[config.mk]
export PLATFORM = sky130hd
export DESIGN_NAME = serial_deserializer
export DESIGN_NICKNAME = d
export VERILOG_FILES = /design/src/rtl/serial_deser_pkg.sv /design/src/rtl/serial_deserializer_edge_sync.sv /design/src/rtl/serial_deserializer.sv
export SDC_FILE = /design/constraint.sdc
export NUM_CORES = 1
export LEC_CHECK = 0
export CAP_MARGIN = 40
export CORE_ASPECT_RATIO = 1.1
export CORE_UTILIZATION = 60
export DETAILED_ROUTE_END_ITERATION = 6
export GPL_ROUTABILITY_DRIVEN = 0
export PLACE_DENSITY = 0.84
export SYNTH_ARGS = -nofsm -noshare
export SYNTH_HDL_FRONTEND = slang
export SYNTH_SLANG_ARGS = --single-unit
[constraint.sdc]
create_clock -name clk -period 6.5 [get_ports clk]
set_input_delay 1.3 -clock clk [delete_from_list [all_inputs] [get_ports clk]]
set_output_delay 1.3 -clock clk [all_outputs]
set_load 0.02 [all_outputs]
[src/rtl/serial_deser_pkg.sv]
// Shared types and helpers for the serial deserializer and its sync front end.
// FSM encoding, default sizing and the even-parity helper live here.
package serial_deser_pkg;

  typedef enum logic {
    IDLE  = 1'b0,
    SHIFT = 1'b1
  } state_t;

  localparam int DEF_WIDTH       = 8;
  localparam int DEF_TIMEOUT     = 1024;
  localparam int DEF_SYNC_STAGES = 2;

  // Returns 1 when v holds an odd number of ones (even-parity bit value).
  function automatic logic even_parity(input logic [31:0] v);
    return ^v;
  endfunction

endpackage

[src/rtl/serial_deserializer_edge_sync.sv]
// Synchronizes sclk/sdata/frame_n through SYNC_STAGES flops and detects the
// synchronized sclk rising edge; reusable by other event-driven counter stages.
module edge_sync #(
  parameter int SYNC_STAGES = 2
) (
  input  logic clk,
  input  logic reset,
  input  logic sclk,
  input  logic sdata,
  input  logic frame_n,
  output logic rise,
  output logic sdata_s,
  output logic frame_n_s
);

  logic [SYNC_STAGES-1:0] sclk_q;
  logic [SYNC_STAGES-1:0] sdata_q;
  logic [SYNC_STAGES-1:0] frame_q;
  logic                   sclk_d;

  // frame_n resets to its inactive level so reset never fakes a frame start.
  always_ff @(posedge clk or negedge reset) begin
    if (!reset) begin
      sclk_q  <= '0;
      sdata_q <= '0;
      frame_q <= '1;
      sclk_d  <= 1'b0;
    end else begin
      // NOTE: non-blocking assignments make every stage capture the previous
      // stage's old value, which is what builds a real multi-flop pipeline.
      sclk_q  <= {sclk_q[SYNC_STAGES-2:0], sclk};
      sdata_q <= {sdata_q[SYNC_STAGES-2:0], sdata};
      frame_q <= {frame_q[SYNC_STAGES-2:0], frame_n};
      sclk_d  <= sclk_q[SYNC_STAGES-1];
    end
  end

  assign rise      = sclk_q[SYNC_STAGES-1] & ~sclk_d;
  assign sdata_s   = sdata_q[SYNC_STAGES-1];
  assign frame_n_s = frame_q[SYNC_STAGES-1];

endmodule

[src/rtl/serial_deserializer.sv]
// Serial-to-parallel receiver with single-entry output register, overrun,
// abort and timeout flagging. Define SERIAL_DESERIALIZER_PARITY_EN for parity.
module serial_deserializer
  import serial_deser_pkg::*;
#(
  parameter int WIDTH       = DEF_WIDTH,
  parameter int SYNC_STAGES = DEF_SYNC_STAGES,
  parameter bit MSB_FIRST   = 1'b1,
  parameter int TIMEOUT     = DEF_TIMEOUT
) (
  input  logic             clk,
  input  logic             reset,
  input  logic             sclk,
  input  logic             sdata,
  input  logic             frame_n,
  output logic [WIDTH-1:0] out_data,
  output logic             out_valid,
  input  logic             out_ready,
  output logic             overrun,
  input  logic             clr_overrun,
  output logic             abort_pulse,
`ifdef SERIAL_DESERIALIZER_PARITY_EN
  output logic             parity_err,
`endif
  output logic             timeout_pulse
);

`ifdef SERIAL_DESERIALIZER_PARITY_EN
  localparam int NBITS = WIDTH + 1;
`else
  localparam int NBITS = WIDTH;
`endif
  localparam int BW = $clog2(WIDTH + 1);
  localparam int TW = $clog2(TIMEOUT);

  logic rise, sdata_s, frame_n_s;

  edge_sync #(.SYNC_STAGES(SYNC_STAGES)) u_sync (
    .clk       (clk),
    .reset     (reset),
    .sclk      (sclk),
    .sdata     (sdata),
    .frame_n   (frame_n),
    .rise      (rise),
    .sdata_s   (sdata_s),
    .frame_n_s (frame_n_s)
  );

  state_t           state, state_nxt;
  logic [BW-1:0]    bitcnt, bitcnt_nxt;
  logic [TW-1:0]    tcnt, tcnt_nxt;
  logic [WIDTH-1:0] shreg, shreg_nxt;
  logic [WIDTH-1:0] shift_val, word_val;
  logic             word_done, abort_det, timeout_det;

  assign shift_val = MSB_FIRST ? {shreg[WIDTH-2:0], sdata_s}
                               : {sdata_s, shreg[WIDTH-1:1]};

`ifdef SERIAL_DESERIALIZER_PARITY_EN
  // The data bits are already in shreg when the parity bit arrives.
  logic par_bad;
  assign word_val = shreg;
  assign par_bad  = even_parity(32'(shreg)) ^ sdata_s;
`else
  assign word_val = shift_val;
`endif

  always_ff @(posedge clk or negedge reset) begin
    if (!reset) state <= IDLE;
    else        state <= state_nxt;
  end

  always_comb begin
    // NOTE: every output of this block gets a default first; a path that
    // skips an assignment would otherwise infer a latch.
    state_nxt   = state;
    bitcnt_nxt  = bitcnt;
    tcnt_nxt    = tcnt;
    shreg_nxt   = shreg;
    word_done   = 1'b0;
    abort_det   = 1'b0;
    timeout_det = 1'b0;
    case (state)
      IDLE: begin
        if (!frame_n_s) begin
          state_nxt  = SHIFT;
          bitcnt_nxt = '0;
          tcnt_nxt   = '0;
          shreg_nxt  = '0;
        end
      end
      SHIFT: begin
        if (rise) begin
          tcnt_nxt = '0;
          if (bitcnt < BW'(WIDTH)) shreg_nxt = shift_val;
          if (bitcnt == BW'(NBITS - 1)) begin
            word_done  = 1'b1;
            bitcnt_nxt = '0;
          end else begin
            bitcnt_nxt = bitcnt + 1'b1;
          end
        end else if (bitcnt != '0) begin
          tcnt_nxt = tcnt + 1'b1;
        end
        // A word completing together with frame end is a clean finish.
        if (frame_n_s) begin
          state_nxt = IDLE;
          abort_det = !word_done && (bitcnt != '0);
        end else if (!rise && bitcnt != '0 && tcnt_nxt == TW'(TIMEOUT - 1)) begin
          state_nxt   = IDLE;
          timeout_det = 1'b1;
        end
        if (state_nxt == IDLE) begin
          bitcnt_nxt = '0;
          tcnt_nxt   = '0;
        end
      end
      default: state_nxt = IDLE;
    endcase
  end

  // NOTE: the shift register is reset along with the control state because
  // reset must clear all state, not only the FSM.
  always_ff @(posedge clk or negedge reset) begin
    if (!reset) begin
      bitcnt <= '0;
      tcnt   <= '0;
      shreg  <= '0;
    end else begin
      bitcnt <= bitcnt_nxt;
      tcnt   <= tcnt_nxt;
      shreg  <= shreg_nxt;
    end
  end

  logic load_word, drop_word;
  assign load_word = word_done && (!out_valid || out_ready);
  assign drop_word = word_done && out_valid && !out_ready;

  always_ff @(posedge clk or negedge reset) begin
    if (!reset) begin
      out_data  <= '0;
      out_valid <= 1'b0;
    end else if (load_word) begin
      out_data  <= word_val;
      out_valid <= 1'b1;
    end else if (out_valid && out_ready) begin
      out_valid <= 1'b0;
    end
  end

`ifdef SERIAL_DESERIALIZER_PARITY_EN
  always_ff @(posedge clk or negedge reset) begin
    if (!reset)         parity_err <= 1'b0;
    else if (load_word) parity_err <= par_bad;
  end
`endif

  // A new drop outranks a clear arriving in the same cycle.
  always_ff @(posedge clk or negedge reset) begin
    if (!reset) begin
      overrun       <= 1'b0;
      abort_pulse   <= 1'b0;
      timeout_pulse <= 1'b0;
    end else begin
      if (drop_word)        overrun <= 1'b1;
      else if (clr_overrun) overrun <= 1'b0;
      abort_pulse   <= abort_det;
      timeout_pulse <= timeout_det;
    end
  end

endmodule

Word-level counts from Yosys, hierarchy flattened
Index checks and enable logic that the tools add are counted.
- add/sub/neg operators: 2
- reductions and logical operators: 17
- magnitude comparators: 1
- bitwise gates (word level): 3
- muxes and demuxes: 33
- equality and inequality tests: 6
- operator list (kind ; number):
    $mux W10 ; 5
    $mux W7 ; 3
    $pmux W10 S2 ; 1
    $mux W1 ; 17
    $mux W4 ; 4
    $pmux W7 S2 ; 1
    $add A10 B1 Y10 const B ; 1
    $eq A10 B10 Y1 const B ; 1
    $pmux W4 S2 ; 1
    $logic_and A1 B1 Y1 ; 7
    $add A4 B1 Y4 const B ; 1
    $eq A4 B3 Y1 const B ; 1
    $logic_not A1 Y1 ; 4
    $lt A4 B4 Y1 const B ; 1
    $ne A2 B2 Y1 const B ; 2
    $reduce_bool A2 Y1 ; 2
    $reduce_bool A4 Y1 ; 1
    $ne A3 B3 Y1 const B ; 1
    $reduce_and A3 Y1 ; 1
    $ne A2 B1 Y1 const B ; 1
    $not A1 Y1 ; 2
    $pmux W1 S2 ; 1
    $reduce_and A2 Y1 ; 1
    $and A1 B1 Y1 ; 1
    $logic_or A1 B1 Y1 ; 1
- bits in registers: 41
- input bits: 7
- output and inout port bits: 12

Longest topological paths before layout
Gate-level depths: netlist of run 1.
- word-level depth: 11
- depth in mapped cells: 10

Hierarchy
Synthesis of run 1 repeated with hierarchy kept, for this count alone.
- cell total of the unflattened synthesis: 184
- area total of the unflattened synthesis: 1941.9 µm²
- by module, submodules not included (module ; times used ; cells an instance ; area an instance (µm²) ; seq. area each (µm²)):
    serial_deserializer ; 1 ; 176 ; 1750.4 ; 850.8
    edge_sync ; 1 ; 8 ; 191.4 ; 177.7

Worst setup path after synthesis of run 1
No wires, ideal clock.
- path type: register to register
- from: register bitcnt[0]
- to: register tcnt[2]
- stages on the path, launching flop included: 9
- data arrival time: 2.256 ns
- buffers on the path: 1
- setup time: 0.121 ns
- data required time: 6.379 ns
- slack: 4.123 ns
- cells stage by stage: dfrtp_1 inv_1 ha_1 nor3b_2 or4_4 a2111oi_4 a21oi_2 buf_6 a22o_1
- longest elaborated chain between the ends: 11
- elaborated cells between the ends (all ways): 12
- classes of those cells: 1 x eq/ne; 8 x mux; 3 x reduce/logical
- ends and longest elaborated chain (item ; line ; RTL):
    from (decl) ; serial_deserializer.sv:50 ; logic [BW-1:0] bitcnt, bitcnt_nxt;
    from (signal assigned) ; serial_deserializer.sv:130 ; bitcnt <= bitcnt_nxt;
    $reduce_bool A4 Y1 * ; serial_deserializer.sv:102, serial_deserializer.sv:109 ;
    $mux W10 ; serial_deserializer.sv:102 ; end else if (bitcnt != '0) begin
    $mux W10 ; serial_deserializer.sv:93 ; if (rise) begin
    $mux W10 ; serial_deserializer.sv:83 ; case (state)
    $eq A10 B10 Y1 ; serial_deserializer.sv:109 ; end else if (!rise && bitcnt != '0 && tcnt_nxt == TW'(TIMEOUT - 1)) begin
    $logic_and A1 B1 Y1 ; serial_deserializer.sv:109 ;
    $mux W1 ; serial_deserializer.sv:109 ;
    $mux W1 ; serial_deserializer.sv:106 ; if (frame_n_s) begin
    $mux W1 ; serial_deserializer.sv:83 ;
    $mux W10 * ; serial_deserializer.sv:113 ; if (state_nxt == IDLE) begin
    $pmux W10 S2 * ; serial_deserializer.sv:83 ;
    to (signal assigned) ; serial_deserializer.sv:131 ; tcnt <= tcnt_nxt;
    to (decl) ; serial_deserializer.sv:51 ; logic [TW-1:0] tcnt, tcnt_nxt;
Mark *: on every way between the ends. The rest lies on a longest branch, timed or not. The select of a mux whose other input is x is not followed.
A chain may end at the register's enable or synchronous reset.

Final worst setup path of run 1
Ends and elaborated chain as after synthesis.

==> results of run 1 <==
-- placed cells by master (no fill, tap or decap), drive strengths merged, types with 2 or more instances in the layout --
cell and n:
nand4 2, a21oi 7, nand3 9, clkinv 2, nand2b 6, nor3 2, a31oi 4, a21o 4
inv 3, dfstp 2, o21ai 14, nor2b 3, a21boi 3, mux2 8, buf 2, or4 2
nor2 10, ha 3, clkdlybuf4s50 17, clkbuf 5, dfrtp 39, nand2 28, a22o 4
-- registers in the layout, indices dropped and copies added (netlist names) --
name            count
u_sync.sclk_d       1
abort_pulse         1
state               1
overrun             1
out_valid           1
out_data            8
u_sync.frame_q      2
shreg               7
bitcnt              4
tcnt               10
u_sync.sdata_q      2
timeout_pulse       1
u_sync.sclk_q       2
-- critical path, delay by kind of cell (launching register included) --
| kind | cells | cell delay (ns) |
|---|---|---|
| adder cells (fa/ha/maj) | 1 | 0.21 |
| AND/OR/NAND/NOR | 2 | 0.77 |
| flip-flops | 1 | 0.45 |
| buffers and inverters | 1 | 0.06 |
| AO/OA/AOI/OAI | 4 | 1.14 |
-- logic make-up after synthesis --
group                    after synthesis  synth area share
multiplexers                           9            0.0534
adder cells (fa/ha/maj)                3            0.0200
AO/OA/AOI/OAI                         42             0.156
buffers and inverters                 10            0.0247
AND/OR/NAND/NOR                       70             0.187
flip-flops                            41             0.549
XOR/XNOR                               2           0.00935
-- area by class of cell --
type | instances | area, sq um
clock buffers | 5 | 37.5
flip-flops and latches | 41 | 1030
well taps | 33 | 41.3
fillers | 209 | 723
inverters | 3 | 11.3
multi-input cells | 126 | 798
clock inverters | 3 | 17.5
repair buffers | 19 | 195
-- worst max-delay path by stage --
stage | startpoint | to | slack (ns) | cells past startpoint
after CTS | bitcnt[0] | tcnt[2] | 3.78 | 8
after detailed placement | out_ready | out_data[4] | 3.47 | 4
after global routing | bitcnt[0] | tcnt[5] | 3.58 | 8
final | bitcnt[0] | tcnt[2] | 3.77 | 8
after floorplan | bitcnt[0] | tcnt[2] | 4.12 | 8
after global placement | out_ready | out_data[2] | 3.55 | 4
-- metrics by stage --
step	instance area, sq um	instances	hold WS, ns	setup slack, ns
2_1_floorplan	1870	177	0.331	4.12
3_3_place_gp	2050	221	0.333	3.55
3_5_place_dp	2070	222	0.342	3.47
4_1_cts	2130	230	0.368	3.78
5_1_grt	2130	230	0.371	3.58
6_report	2130	230	0.368	3.77
-- report_power, final --
part           switching [uW]  total (uW)  internal (uW)
Clock                    82.0         123           40.8
Combinational            16.1        25.7           9.60
Sequential               3.79         264            260
-- metal layers --
| layer | vias up | GRT usage | share of wire | wire [microns] |
|---|---|---|---|---|
| met5 | - | 0 | 0 | 0 |
| met4 | 0 | 0.129 | 0.020 | 69 |
| met3 | 9 | 0.0554 | 0.032 | 109 |
| met2 | 28 | 0.408 | 0.49 | 1680 |
| met1 | 668 | 0.281 | 0.46 | 1580 |
| li1 | 659 | - | - | - |
==> results.json, run 1 <==
{
  "outcome": "completed",
  "postCtsSetupRepairBufs": 0,
  "reg2reg_slack_ns": 3.77,
  "critPathKind": "register to register",
  "finalSetupTns_ns": 0,
  "clock_path_buffers": 2,
  "grt_pass1_vias": 1373,
  "grt_usage": 0.236,
  "synth-async-reset-ratio": 1.00,
  "yosysMostFrequentCell": "dfrtp_1",
  "wire_per_inst_microns": 15.0,
  "post-route-period-util": 0.420,
  "dr.pass1.iters": 4,
  "syn_inst": 177,
  "r2r-end": "tcnt[2]",
  "num_vias": 1364,
  "synth_cell_types": 43,
  "finalClockSkew_ns": 0.00825,
  "fp.dieArea_sq_mm": 0.00335,
  "clk-insertion-delay-late_ns": 0.35,
  "period_needed_ns": 2.73,
  "antenna_found_initial": 0,
  "ys_ff_latch": 41,
  "drive_gt1_frac": 0.132,
  "hold_viol": 0,
  "grt_pass1_wl_mm": 5.97,
  "cts_root_buffer": "clkbuf_4",
  "hold_end": "u_sync.frame_q[1]",
  "dpl.hpwl_mm": 2.44,
  "path_cells": "inv_1, ha_1, nor3b_2, or4_4, a2111oi_4, a21oi_2, a21o_1, a22o_1",
  "syn_to_final_growth_pct": 13.7,
  "yosys.area.top_type": "dfrtp_1",
  "drt_iter0_markers": 57,
  "htreeDepth": 2,
  "io_buffers": 18,
  "min_path_cells": 0,
  "postSynthAreaPerCell_sq_um": 10.6,
  "ir_drop_v": 0.000161,
  "slew_viol_final": 0,
  "arrival_ns": 2.98,
  "leakagePower_uw": 0.000937,
  "hp-class": "register to register",
  "crit_slowest_cell": "or4_4",
  "vias_per_cell": 5.93,
  "initial_core_util": 0.657,
  "grt_remaining_overflow": 0,
  "crit_path_max_incr_delay_ns": 0.56,
  "die_w_microns": 55.3,
  "clk_pin_slew_ns": 0.12,
  "setup_viol": 0,
  "hold_buffers": 0,
  "cp.required_ns": 6.75,
  "core_area_sq_mm": 0.00285,
  "cts_buffers": 5,
  "slew_headroom": 0.487,
  "power_density_mw_per_mm2": 194,
  "drcViolationCount": 0,
  "synth-edff-count": 0,
  "synth_area_sq_mm": 0.00187,
  "layout.nets": 206,
  "ys_seq_area_frac": 0.549,
  "rsz0062_at_grt": "false",
  "fin_util": 0.746,
  "p_total_uw": 412,
  "yosysWarnings": 0,
  "worst_slew_pin_slew_ns": 0.768,
  "reg2reg_from": "bitcnt[0]",
  "fp.dieH_microns": 60.6,
  "crit_path_end_kind": "register",
  "clock-sinks": 41,
  "max-cap-violations": 0,
  "rows": 20,
  "ys_top_cells_by_area": "dfrtp_1 (52%), nand2_1 (5.6%), mux2_2 (4.8%), o21ai_0 (3.2%), dfstp_2 (2.8%)",
  "tritoncts": "done",
  "antenna_left": 0,
  "worstRegToRegCells": 8,
  "routed_wl_mm": 3.44,
  "synth_top_area_frac": 0.521,
  "crit_fanout": 17,
  "antennaDiodeCount": 0,
  "fmax_mhz": 366,
  "grt_max_degree": 34,
  "synth_fp_nets": 187,
  "io_pins": 19,
  "ys_top_cells_by_count": "dfrtp_1 (39), nand2_1 (28), o21ai_0 (12)",
  "ys.flop_type": "dfrtp_1",
  "start_kind": "register",
  "hold_path_startpoint": "u_sync.frame_q[0]",
  "ctsResizeCount": 0
}
Power figures use the tool's default switching activity.
==> run 2, diff against run 1 <==
--- a/config.mk
+++ b/config.mk
@@ -7,10 +7,10 @@
 export LEC_CHECK = 0
 export CAP_MARGIN = 40
 export CORE_ASPECT_RATIO = 1.1
-export CORE_UTILIZATION = 60
+export CORE_UTILIZATION = 55
 export DETAILED_ROUTE_END_ITERATION = 6
 export GPL_ROUTABILITY_DRIVEN = 0
-export PLACE_DENSITY = 0.84
+export PLACE_DENSITY = 0.78
 export SYNTH_ARGS = -nofsm -noshare
 export SYNTH_HDL_FRONTEND = slang
 export SYNTH_SLANG_ARGS = --single-unit
==> constraint.sdc (replaced) <==
create_clock -name clk -period 2.85 [get_ports clk]
set_input_delay 0.57 -clock clk [delete_from_list [all_inputs] [get_ports clk]]
set_output_delay 0.57 -clock clk [all_outputs]
set_load 0.02 [all_outputs]
==> results.json, run 2 (synthesis gave the netlist of run 1 again) <==
{
  "outcome": "finished, violations left",
  "violations": "design-rule violations",
  "syn_to_final_growth_pct": 15.7,
  "hp-class": "primary input to async pin",
  "critPathKind": "register to register",
  "routed_wl_mm": 3.30,
  "startpoint": "bitcnt[0]",
  "dr.pass1.iters": 6,
  "start_kind": "register",
  "arrival_ns": 2.91,
  "fin_area_sq_mm": 0.00217,
  "power_density_mw_per_mm2": 472,
  "clock_path_buffers": 2,
  "fp.dieArea_sq_mm": 0.00364,
  "clock-sinks": 41,
  "grt_pass1_vias": 1388,
  "worstRegToRegCells": 8,
  "antenna_found_initial": 0,
  "cts_root_buffer": "clkbuf_4",
  "die_w_microns": 57.6,
  "initial_core_util": 0.594,
  "ir_drop_v": 0.000323,
  "grt_usage": 0.209,
  "finalSetupTns_ns": 0,
  "placed_area_sq_mm": 0.00209,
  "fmax_mhz": 373,
  "top_register": "tcnt",
  "dpl.hpwl_mm": 2.38,
  "clk-insertion-delay-late_ns": 0.34,
  "reg2reg_slack_ns": 0.17,
  "slew_headroom": 0.524,
  "reg_top3": "tcnt x10, out_data x8, shreg x7",
  "rsz0062_at_grt": "false",
  "slew_viol_final": 0,
  "crit_path_end_kind": "register",
  "tritoncts": "done",
  "post-route-period-util": 0.940,
  "postCtsSetupRepairBufs": 0,
  "largest_reg_flops": 10,
  "cts_buffers": 5,
  "drt_iter0_markers": 57,
  "antennaDiodeCount": 0,
  "num_vias": 1337,
  "fp.dieH_microns": 63.2,
  "antenna_left": 0,
  "io_pins": 19,
  "finalClockSkew_ns": 0.0114,
  "crit_fanout": 17,
  "vias_per_cell": 5.74,
  "reg2reg_from": "bitcnt[0]",
  "grt_max_degree": 33,
  "final_common_cell": "dfrtp_1",
  "wire_per_inst_microns": 14.2,
  "r2r-end": "tcnt[2]",
  "drcViolationCount": 1,
  "hold_buffers": 0,
  "period_needed_ns": 2.68,
  "io_buffers": 18,
  "drive_gt1_frac": 0.136,
  "grt_pass1_wl_mm": 5.91,
  "leakagePower_uw": 0.000959,
  "rows": 21,
  "ctsResizeCount": 0,
  "hold_ws_ns": 0.0713,
  "max-cap-violations": 0,
  "hold_viol": 0,
  "layout.nets": 208,
  "cp.required_ns": 3.08,
  "clk_pin_slew_ns": 0.12,
  "core_area_sq_mm": 0.00315,
  "worst_slew_pin_slew_ns": 0.714,
  "grt_remaining_overflow": 0,
  "setup_viol": 0,
  "htreeDepth": 2,
  "final_cell_mix": "dfrtp_1 (39), nand2_1 (28), clkdlybuf4s50_1 (17), o21ai_0 (12), nor2_1 (10)"
}
[run 2: metal layers]
| metal | up-vias | track usage | routed length, microns |
|---|---|---|---|
| met5 | - | 0 | 0 |
| met4 | 0 | 0.0915 | 48 |
| met3 | 5 | 0.0452 | 117 |
| met2 | 26 | 0.352 | 1630 |
| met1 | 640 | 0.256 | 1510 |
| li1 | 666 | - | - |
[run 2: worst max-delay path by stage]
stage / endpoint / slack, ns / cells past startpoint
floorplan: tcnt[2] / 0.47 / 8
global placement: tcnt[2] / 0.31 / 8
detailed placement: tcnt[3] / 0.22 / 8
CTS: tcnt[2] / 0.20 / 8
global route: bitcnt[1] / 0.03 / 8
finish: tcnt[2] / 0.17 / 8
[run 2: where the power goes]
group | internal, uW | switching (uW)
clock network | 184 | 180
logic | 22.6 | 36.2
registers | 593 | 8.22
[run 2: cell type report]
cell class	instances	area, sq um
fillers	246	986
multi-input cells	126	798
clock buffers	6	41.3
inverters	3	11.3
well taps	34	42.5
flip-flops and latches	41	1030
clock inverters	2	35.0
repair buffers	21	210
[run 2: metrics by stage]
stage                     total power, uW  cells   util  worst slack (ns)
after floorplan                       642    177      -             0.473
after CTS                            1040    233  0.687             0.201
after detailed placement              672    225  0.663             0.218
final                                1020    233  0.687             0.170
after global routing                 1060    233  0.687            0.0268
after global placement                666    224  0.657             0.310
[run 2: critical path, stage by stage (launching register included)]
cell,delay (ns)
dfrtp_1,0.42
inv_1,0.07
ha_1,0.21
nor3b_2,0.20
or4_4,0.55
a2111oi_4,0.44
a21oi_2,0.27
a21o_1,0.24
a22o_1,0.17
==> run 3, diff against run 2 <==
--- a/config.mk
+++ b/config.mk
@@ -7,6 +7,7 @@
 export LEC_CHECK = 0
 export CAP_MARGIN = 40
 export CORE_ASPECT_RATIO = 1.1
+export CORE_MARGIN = 2
 export CORE_UTILIZATION = 55
 export DETAILED_ROUTE_END_ITERATION = 6
 export GPL_ROUTABILITY_DRIVEN = 0
==> constraint.sdc (replaced) <==
create_clock -name clk -period 2.85 [get_ports clk]
set_input_delay 0.855 -clock clk [delete_from_list [all_inputs] [get_ports clk]]
set_output_delay 0.855 -clock clk [all_outputs]
set_load 0.02 [all_outputs]
==> results.json, run 3 (synthesis gave the netlist of run 1 again) <==
{
  "outcome": "completed",
  "dp_slack_ns": 0.199,
  "hold_end": "u_sync.frame_q[1]",
  "grt_pass1_wl_mm": 5.75,
  "max-cap-violations": 0,
  "grt_max_degree": 30,
  "leakagePower_uw": 0.000955,
  "hold_buffers": 0,
  "grt_pass1_vias": 1248,
  "antenna_found_initial": 0,
  "crit_slowest_cell": "or4_4",
  "dr.pass1.iters": 4,
  "power_density_mw_per_mm2": 448,
  "rows": 22,
  "initial_core_util": 0.567,
  "final_cell_mix": "dfrtp_1 (39), nand2_1 (28), clkdlybuf4s50_1 (17), o21ai_0 (12), nor2_1 (10)",
  "reg2reg_slack_ns": 0.19,
  "fmax_mhz": 376,
  "placed_cells": 227,
  "timing.final.ws_setup_ns": 0.191,
  "cts_buffers": 5,
  "crit_path_max_incr_delay_ns": 0.56,
  "ir_drop_v": 0.000242,
  "ctsResizeCount": 0,
  "post-route-period-util": 0.933,
  "fill_cells": 278,
  "start_kind": "register",
  "clk-insertion-delay-late_ns": 0.35,
  "finalSetupTns_ns": 0,
  "clock-sinks": 41,
  "reg2reg_from": "bitcnt[0]",
  "largest_reg_flops": 10,
  "grt_remaining_overflow": 0,
  "worst_slew_pin_slew_ns": 0.721,
  "rsz0062_at_grt": "false",
  "die_w_microns": 59.6,
  "crit_fanout": 17,
  "setup_viol": 0,
  "power_frac_comb": 0.061,
  "r2r-end": "tcnt[2]",
  "arrival_ns": 2.90,
  "dpl.hpwl_mm": 2.56,
  "p_sw_frac": 0.240,
  "vias_per_cell": 5.76,
  "cp.required_ns": 3.10,
  "slew_headroom": 0.518,
  "reg_top3": "tcnt x10, out_data x8, shreg x7",
  "fp.dieH_microns": 65.2,
  "min_path_cells": 0,
  "tritoncts": "done",
  "finalClockSkew_ns": 0.00773,
  "cp_top_family": "compound AO/OA/AOI/OAI gates",
  "drt_iter0_markers": 38,
  "syn_to_final_growth_pct": 15.2,
  "antenna_left": 0,
  "p_seq_frac": 0.621,
  "top_register": "tcnt",
  "core_area_sq_mm": 0.00330,
  "worstRegToRegCells": 8,
  "io_buffers": 18,
  "drive_gt1_frac": 0.141,
  "antennaDiodeCount": 0,
  "cts_root_buffer": "clkbuf_4",
  "final_common_cell": "dfrtp_1",
  "drcViolationCount": 0,
  "p_switching_uw": 232,
  "crit_path_end_kind": "register",
  "slew_viol_final": 0,
  "layout.nets": 208,
  "io_pins": 19,
  "postCtsSetupRepairBufs": 0,
  "routed_wl_mm": 3.41,
  "hp-class": "register to register",
  "critPathKind": "register to register",
  "hold_viol": 0,
  "critPathBufInv": 1,
  "intPower_uw": 736,
  "num_vias": 1353,
  "clk_pin_slew_ns": 0.11,
  "hold_path_startpoint": "u_sync.frame_q[0]",
  "p_clk_frac": 0.318,
  "wire_per_inst_microns": 14.5,
  "grt_usage": 0.198,
  "clock_path_buffers": 2,
  "htreeDepth": 2,
  "period_needed_ns": 2.66,
  "fp.dieArea_sq_mm": 0.00389,
  "p_total_uw": 968,
  "fin_cells": 235,
  "path_cells": "inv_1, ha_1, nor3b_2, or4_4, a2111oi_4, a21oi_2, a21o_1, a22o_1"
}
-- run 3: cell count changes in the layout (fill, tap and decap cells not counted), sizes merged --
| cell | delta |
|---|---|
| bufinv | -1 |
| clkinv | +1 |
-- run 3: worst max-delay path by stage --
stage	start	end	slack [ns]	cells after the start
5_1_grt	bitcnt[0]	tcnt[2]	0.06	8
3_3_place_gp	bitcnt[0]	tcnt[2]	0.31	8
2_1_floorplan	bitcnt[0]	tcnt[2]	0.47	8
6_report	bitcnt[0]	tcnt[2]	0.19	8
4_1_cts	bitcnt[0]	tcnt[2]	0.18	8
3_5_place_dp	bitcnt[0]	tcnt[2]	0.20	8
-- run 3: stage by stage --
step	cell area, sq um	utilization	hold WS [ns]
6_report	2160	0.653	0.366
5_1_grt	2160	0.653	0.371
4_1_cts	2160	0.653	0.367
3_5_place_dp	2090	0.634	0.342
3_3_place_gp	2070	0.628	0.336
2_1_floorplan	1870	-	0.331
-- run 3: per-layer routing --
layer | part of all wire | GRT usage
met3 | 0.043 | 0.0531
met5 | 0 | 0
met2 | 0.50 | 0.318
met4 | 0.014 | 0.0667
met1 | 0.44 | 0.258
-- run 3: layout make-up --
class | count | area (sq um) | share of cell area
Sequential cell | 41 | 1030 | 0.477
Multi-Input combinational cell | 126 | 798 | 0.370
Timing Repair Buffer | 21 | 210 | 0.0974
Clock buffer | 6 | 51.3 | 0.0238
Tap cell | 36 | 45.0 | 0.0209
Clock inverter | 2 | 13.8 | 0.00638
Inverter | 3 | 11.3 | 0.00522
-- run 3: power by group through the flow --
| stage | combinational (uW) | sequential [uW] | clock, uW |
|---|---|---|---|
| 2_1_floorplan | 31.3 | 611 | 0 |
| 3_3_place_gp | 54.1 | 612 | 0 |
| 3_5_place_dp | 59.6 | 613 | 0 |
| 4_1_cts | 59.7 | 602 | 313 |
| 5_1_grt | 67.2 | 604 | 340 |
| 6_report | 58.7 | 601 | 308 |
